### src/rtl/clk_div_bank.sv
// Bank of NUM_CH programmable clock dividers on refclk with PLL-style lock qualification.
// Any accepted config write forces a relock so every channel restarts phase-aligned.
module clk_div_bank #(
  parameter int unsigned NUM_CH      = 5,
  parameter int unsigned DIV_W       = 8,
  parameter int unsigned DEF_DIV     = 2,
  parameter int unsigned LOCK_CYCLES = 16
) (
  input  logic              refclk,
  input  logic              reset,
  input  logic              cfg_we,
  input  logic [3:0]        cfg_ch,
  input  logic [DIV_W-1:0]  cfg_div,
  input  logic [DIV_W-1:0]  cfg_phase,
  input  logic [NUM_CH-1:0] ch_en,
  output logic [NUM_CH-1:0] clk_out,
  output logic [NUM_CH-1:0] clk_en,
  output logic              extlock
);

  localparam int unsigned LockW = (LOCK_CYCLES > 1) ? $clog2(LOCK_CYCLES) : 1;

  localparam logic [0:0] StLocking = 1'b0;
  localparam logic [0:0] StRun     = 1'b1;

  logic [0:0]       state_q, state_d;
  logic [LockW-1:0] lock_cnt_q, lock_cnt_d;
  logic             extlock_d;
  logic             cfg_hit;
  logic             lock_done;

  logic [DIV_W-1:0] div_q   [NUM_CH];
  logic [DIV_W-1:0] div_d   [NUM_CH];
  logic [DIV_W-1:0] phase_q [NUM_CH];
  logic [DIV_W-1:0] phase_d [NUM_CH];
  logic [DIV_W-1:0] cnt_q   [NUM_CH];
  logic [DIV_W-1:0] cnt_d   [NUM_CH];
  logic [DIV_W-1:0] ph      [NUM_CH];
  logic [DIV_W:0]   half    [NUM_CH];

  // act_q marks a channel that counted last cycle; a fresh start loads ph instead of advancing.
  logic [NUM_CH-1:0] act_q, act_d;
  logic [NUM_CH-1:0] clk_out_d, clk_en_d;

  assign cfg_hit   = cfg_we && ({1'b0, cfg_ch} < 5'(NUM_CH));
  assign lock_done = (state_q == StLocking) && (lock_cnt_q == LockW'(LOCK_CYCLES - 1));

  always_comb begin
    state_d    = state_q;
    lock_cnt_d = lock_cnt_q;
    if (cfg_hit) begin
      state_d    = StLocking;
      lock_cnt_d = '0;
    end else if (state_q == StLocking) begin
      if (lock_done) begin
        state_d    = StRun;
        lock_cnt_d = '0;
      end else begin
        lock_cnt_d = lock_cnt_q + LockW'(1);
      end
    end
    extlock_d = (state_d == StRun);
  end

  always_comb begin
    for (int i = 0; i < NUM_CH; i++) begin
      div_d[i]   = div_q[i];
      phase_d[i] = phase_q[i];
      if (cfg_hit && (cfg_ch == 4'(i))) begin
        div_d[i]   = cfg_div;
        phase_d[i] = cfg_phase;
      end
      ph[i]   = (phase_q[i] < div_q[i]) ? phase_q[i] : '0;
      half[i] = ({1'b0, div_q[i]} + (DIV_W + 1)'(1)) >> 1;
    end
  end

  // Outputs are registered from cnt_d so they track the count with no added latency.
  always_comb begin
    for (int i = 0; i < NUM_CH; i++) begin
      cnt_d[i]     = cnt_q[i];
      act_d[i]     = 1'b0;
      clk_out_d[i] = 1'b0;
      clk_en_d[i]  = 1'b0;
      if (state_d == StRun) begin
        if (!ch_en[i]) begin
          cnt_d[i] = ph[i];
        end else begin
          act_d[i] = 1'b1;
          if (div_q[i] == '0) begin
            cnt_d[i] = '0;
          end else if (!act_q[i]) begin
            cnt_d[i] = ph[i];
          end else if (cnt_q[i] == div_q[i] - DIV_W'(1)) begin
            cnt_d[i] = '0;
          end else begin
            cnt_d[i] = cnt_q[i] + DIV_W'(1);
          end
          if (div_q[i] != '0) begin
            clk_out_d[i] = ({1'b0, cnt_d[i]} < half[i]);
            clk_en_d[i]  = (cnt_d[i] == div_q[i] - DIV_W'(1));
          end
        end
      end
    end
  end

  always_ff @(posedge refclk) begin
    if (reset) begin
      state_q    <= StLocking;
      lock_cnt_q <= '0;
      extlock    <= 1'b0;
      clk_out    <= '0;
      clk_en     <= '0;
      act_q      <= '0;
      for (int i = 0; i < NUM_CH; i++) begin
        div_q[i]   <= DIV_W'(DEF_DIV);
        phase_q[i] <= '0;
        cnt_q[i]   <= '0;
      end
    end else begin
      state_q    <= state_d;
      lock_cnt_q <= lock_cnt_d;
      extlock    <= extlock_d;
      clk_out    <= clk_out_d;
      clk_en     <= clk_en_d;
      act_q      <= act_d;
      for (int i = 0; i < NUM_CH; i++) begin
        div_q[i]   <= div_d[i];
        phase_q[i] <= phase_d[i];
        cnt_q[i]   <= cnt_d[i];
      end
    end
  end

endmodule

### config.mk
export PLATFORM = sky130hd
export DESIGN_NAME = clk_div_bank
export DESIGN_NICKNAME = d
export VERILOG_FILES = /design/src/rtl/clk_div_bank.sv
export SDC_FILE = /design/constraint.sdc
export NUM_CORES = 1
export LEC_CHECK = 0
export ABC_AREA = 1
export CELL_PAD_IN_SITES_DETAIL_PLACEMENT = 1
export CELL_PAD_IN_SITES_GLOBAL_PLACEMENT = 2
export CORE_MARGIN = 2
export CORE_UTILIZATION = 36
export CTS_CLUSTER_SIZE = 30
export DETAILED_ROUTE_END_ITERATION = 16
export DONT_BUFFER_PORTS = 1
export PLACE_DENSITY_LB_ADDON = 0.25
export SETUP_SLACK_MARGIN = 0.1
export SLEW_MARGIN = 20
export SYNTH_ARGS = -nofsm -noshare
export SYNTH_HDL_FRONTEND = slang
export SYNTH_SLANG_ARGS = --single-unit
### constraint.sdc
create_clock -name refclk -period 3.1 [get_ports refclk]
set_clock_uncertainty 0.2 [all_clocks]
set_input_delay 0.465 -clock refclk [delete_from_list [all_inputs] [get_ports refclk]]
set_output_delay 0.465 -clock refclk [all_outputs]
set_load 0.01 [all_outputs]
==> results of run 1 <==
synth_stat cells, drive strengths merged, types with 2 or more instances:
library cell  instances
nand2               513
inv                 207
nor2                189
a21oi               160
dfxtp               140
nand3               140
o21ai               134
ha                   86
clkbuf               41
xor2                 40
nand4                38
nor3                 26
o211ai               25
buf                  14
nand3b                6
a211oi                5
clkinv                5
xnor2                 5
or2                   4
and3                  3
o22ai                 3
o31ai                 2
worst register-to-register path, stage by stage, from the launching register on:
cell	delay, ns
dfxtp_2	0.39
inv_4	0.07
ha_4	0.29
xor2_1	0.16
nand2_1	0.08
nor2_1	0.12
nand3_1	0.10
nor2_2	0.16
nand3_4	0.14
o211ai_1	0.11
nand2_1	0.10
nand2_1	0.15
inv_1	0.08
ha_1	0.29
nand2_1	0.06
inv_1	0.04
nand2_1	0.06
nand2_1	0.06
a21oi_2	0.11
routing by layer:
layer,track usage [%],up-vias
met3,4.835,51
met2,43.17,143
met5,0,-
met1,34.58,5693
met4,7.385,2
li1,-,5927
flip-flops by register name (all words and copies together) (netlist names):
name,cells
phase_q,40
div_q,40
lock_cnt_q,4
state_q,1
clk_out,5
clk_en,5
cnt_q,40
act_q,5
worst max-delay path by stage:
| stage | from | endpoint |
|---|---|---|
| global placement | div_q[0][0] | clk_out[0] |
| global route | div_q[0][39] | clk_out[4] |
| CTS | div_q[0][0] | clk_out[0] |
| finish | div_q[0][1] | clk_out[0] |
| floorplan | div_q[0][24] | clk_out[3] |
| detailed placement | div_q[0][0] | clk_out[0] |
final cells by class:
| class | instances | area [sq um] |
|---|---|---|
| diodes | 2 | 5.005 |
| clock buffers | 19 | 432.9 |
| clock inverters | 13 | 215.2 |
| fillers | 4026 | 17590 |
| inverters | 212 | 805.8 |
| multi-input cells | 1384 | 7433 |
| flip-flops and latches | 140 | 2840 |
| well taps | 396 | 495.5 |
| repair buffers | 62 | 533.0 |
power groups by stage:
stage               combinational (mW)  sequential, mW  clock, mW
floorplan                        0.268            1.87          0
global placement                 0.340            1.88          0
detailed placement               0.350            1.88          0
CTS                              0.390            1.84       2.39
global route                     0.470            1.84       2.47
finish                           0.416            1.84       2.35
cells by family (layout without fill, tap and decap cells):
group,count (synthesis),after routing,synth area share (%)
other,0,2,0
DFF,140,140,25.41
xor gates and xnor gates,45,45,3.573
buffers and inverters,267,306,9.426
adders and majority gates,86,86,9.755
AOI/OAI and AO/OA,333,333,16.11
and+or+nand+nor,920,920,35.73
timing repair:
item | in CTS | in global routing
setup endpoints to repair | 3 | 8
buffers inserted | 0 | 14
hold buffers | 11 | 1
pin swaps | 1 | 17
resized for setup | 7 | 84
endpoints found under the hold margin | 73 | 1
==> run metrics, run 1 <==
CP endpoint kind flop; routed vias approximately 12000; YS warnings 0; hold wc startpoint ch_en[2]; LEAKAGE between 5 and 6 nW; worst r2r src div_q[0][1]; startpoint types flop; placed cell area approximately 0.012 sq mm; crit path max fanout 8; Mapped Nets 1905; fin util 42.05%; maxcap violations 0; Min Hold Slack 0.01673 ns; total track usage 26.11%; WS Path Type flop to flop; leading cell type in the layout, fill and taps excluded nand2_1; CP dominant cell by count nand2_1; die width about 180 um; status complete, no violations; Final Instance Area 0.01276 sq mm; Detail Route Antenna Nets 0; Worst Path Required approximately 3.3 ns; most frequent cells in the layout nand2_1, inv_1, nor2_1; vias in the first global route 11800; Die ar. 0.03206 sq mm; DIE HEIGHT between 150 and 200 um; Initial DRT Pass Iterations 5; CTS tree yes; pre-CTS setup slack roughly 0.00064 ns; initial antenna violation count 3; CTS clk-pin slew, worst paths around 0.07 ns; Metal-1 WL 19370 um; Finished Layout Cells 2228; WP buf/inv 3; ys flop type dfxtp_1; worst vdd ir between 0.3 and 0.4 mV; DR vias/cell around 5.3; WL/cell ~18 um; max layer used met5; Slew Viols, Final 0; met3 wire length 1466 um; Logic pwr share 9.0%; first-pass GRT wire length 64590 um; post-synthesis cell area approximately 0.011 sq mm; minimum clock period 2.827 ns; Clk Latency, worst-skew pair about 0.44 ns; gr ovfl total 0; RSZ-0062 raised after global routing true; Slew headroom ~53%; Final nets roughly 1900; top-area cell type share of the netlist area roughly 25%; WP depth 18; Distinct cells, synth 39; flops & latches, synth 140; Detailed Route WL just over 40000 um; row count 64; Min-Delay Path Depth 3; dpl cells about 2200; R2R Setup Slk ~0.27 ns; Top delay family on crit path simple AND/OR/NAND/NOR gates; fin worst setup slack about 0.27 ns; clk sink count 140; largest cells by area after synthesis dfxtp_1, nand2_1, ha_1; Post-Synthesis Cells roughly 1800; Arr. time, crit path 3.00 ns; Residual DRC 0; met2 wire length approximately 19000 um; R2R depth 18; HP Class primary input to flop; Clock Path Buffers 2; internal power between 3 and 4 mW; largest area contributor in the netlist dfxtp_1; Core Area 0.03035 sq mm; Hold Fails Final Rpt 0; PD cells between 300 and 400 mW/mm^2; Area Overhead vs Synth 15.69%; slowest cell on the critical path dfxtp_2; IO Port Bufs 0; Final Setup Violations 0; pin count of the biggest net entering global routing 81; Switch Pwr ~1.2 mW; R2R Path End clk_out[0]; fraction of the cycle the final worst path needs around 90%; top achievable clock speed 0.3538 GHz; total clock buffers created by CTS 17; Max H-tree Level 4; CP max stage delay slightly below 0.4 ns; Reg power frac about two fifths; # IOs 39; GP Congestion 0.8653; 1st-iter DRT viols 700; Post-synth EDFFs 0; sw frac approximately a quarter; Avg Inst Size Synth 6.159 sq um; initial core utilization between 30% and 40%; sequential element share of the synthesized area about a quarter; post-layout power ~4.6 mW; Worst-Margin Slew roughly 0.7 ns; CTS root buffer clkbuf_16; setup_tns 0 ns; post-DP HPWL 30780 um; worst path cell trace inv_4 > ha_4 > xor2_1 > nand2_1 > nor2_1 > nand3_1 > nor2_2 > nand3_4 > o211ai_1 > nand2_1 > nand2_1 > inv_1 > ha_1 > nand2_1 > inv_1 > nand2_1 > nand2_1 > a21oi_2; asr flop ratio synth 0%; clock network fraction of total power a little over 50%; Hold Path Sink cnt_q[0][16]; share of cells above drive strength 1 a little under an eighth
Power figures use the tool's default switching activity.
==> run 2, diff against run 1 <==
- CAP_MARGIN: unset -> 25
- SKIP_LAST_GASP: unset -> 1
- SLEW_MARGIN: 20 -> unset
==> results of run 2 <==
The final DEF is identical to that of run 1; final timing and power are the same.
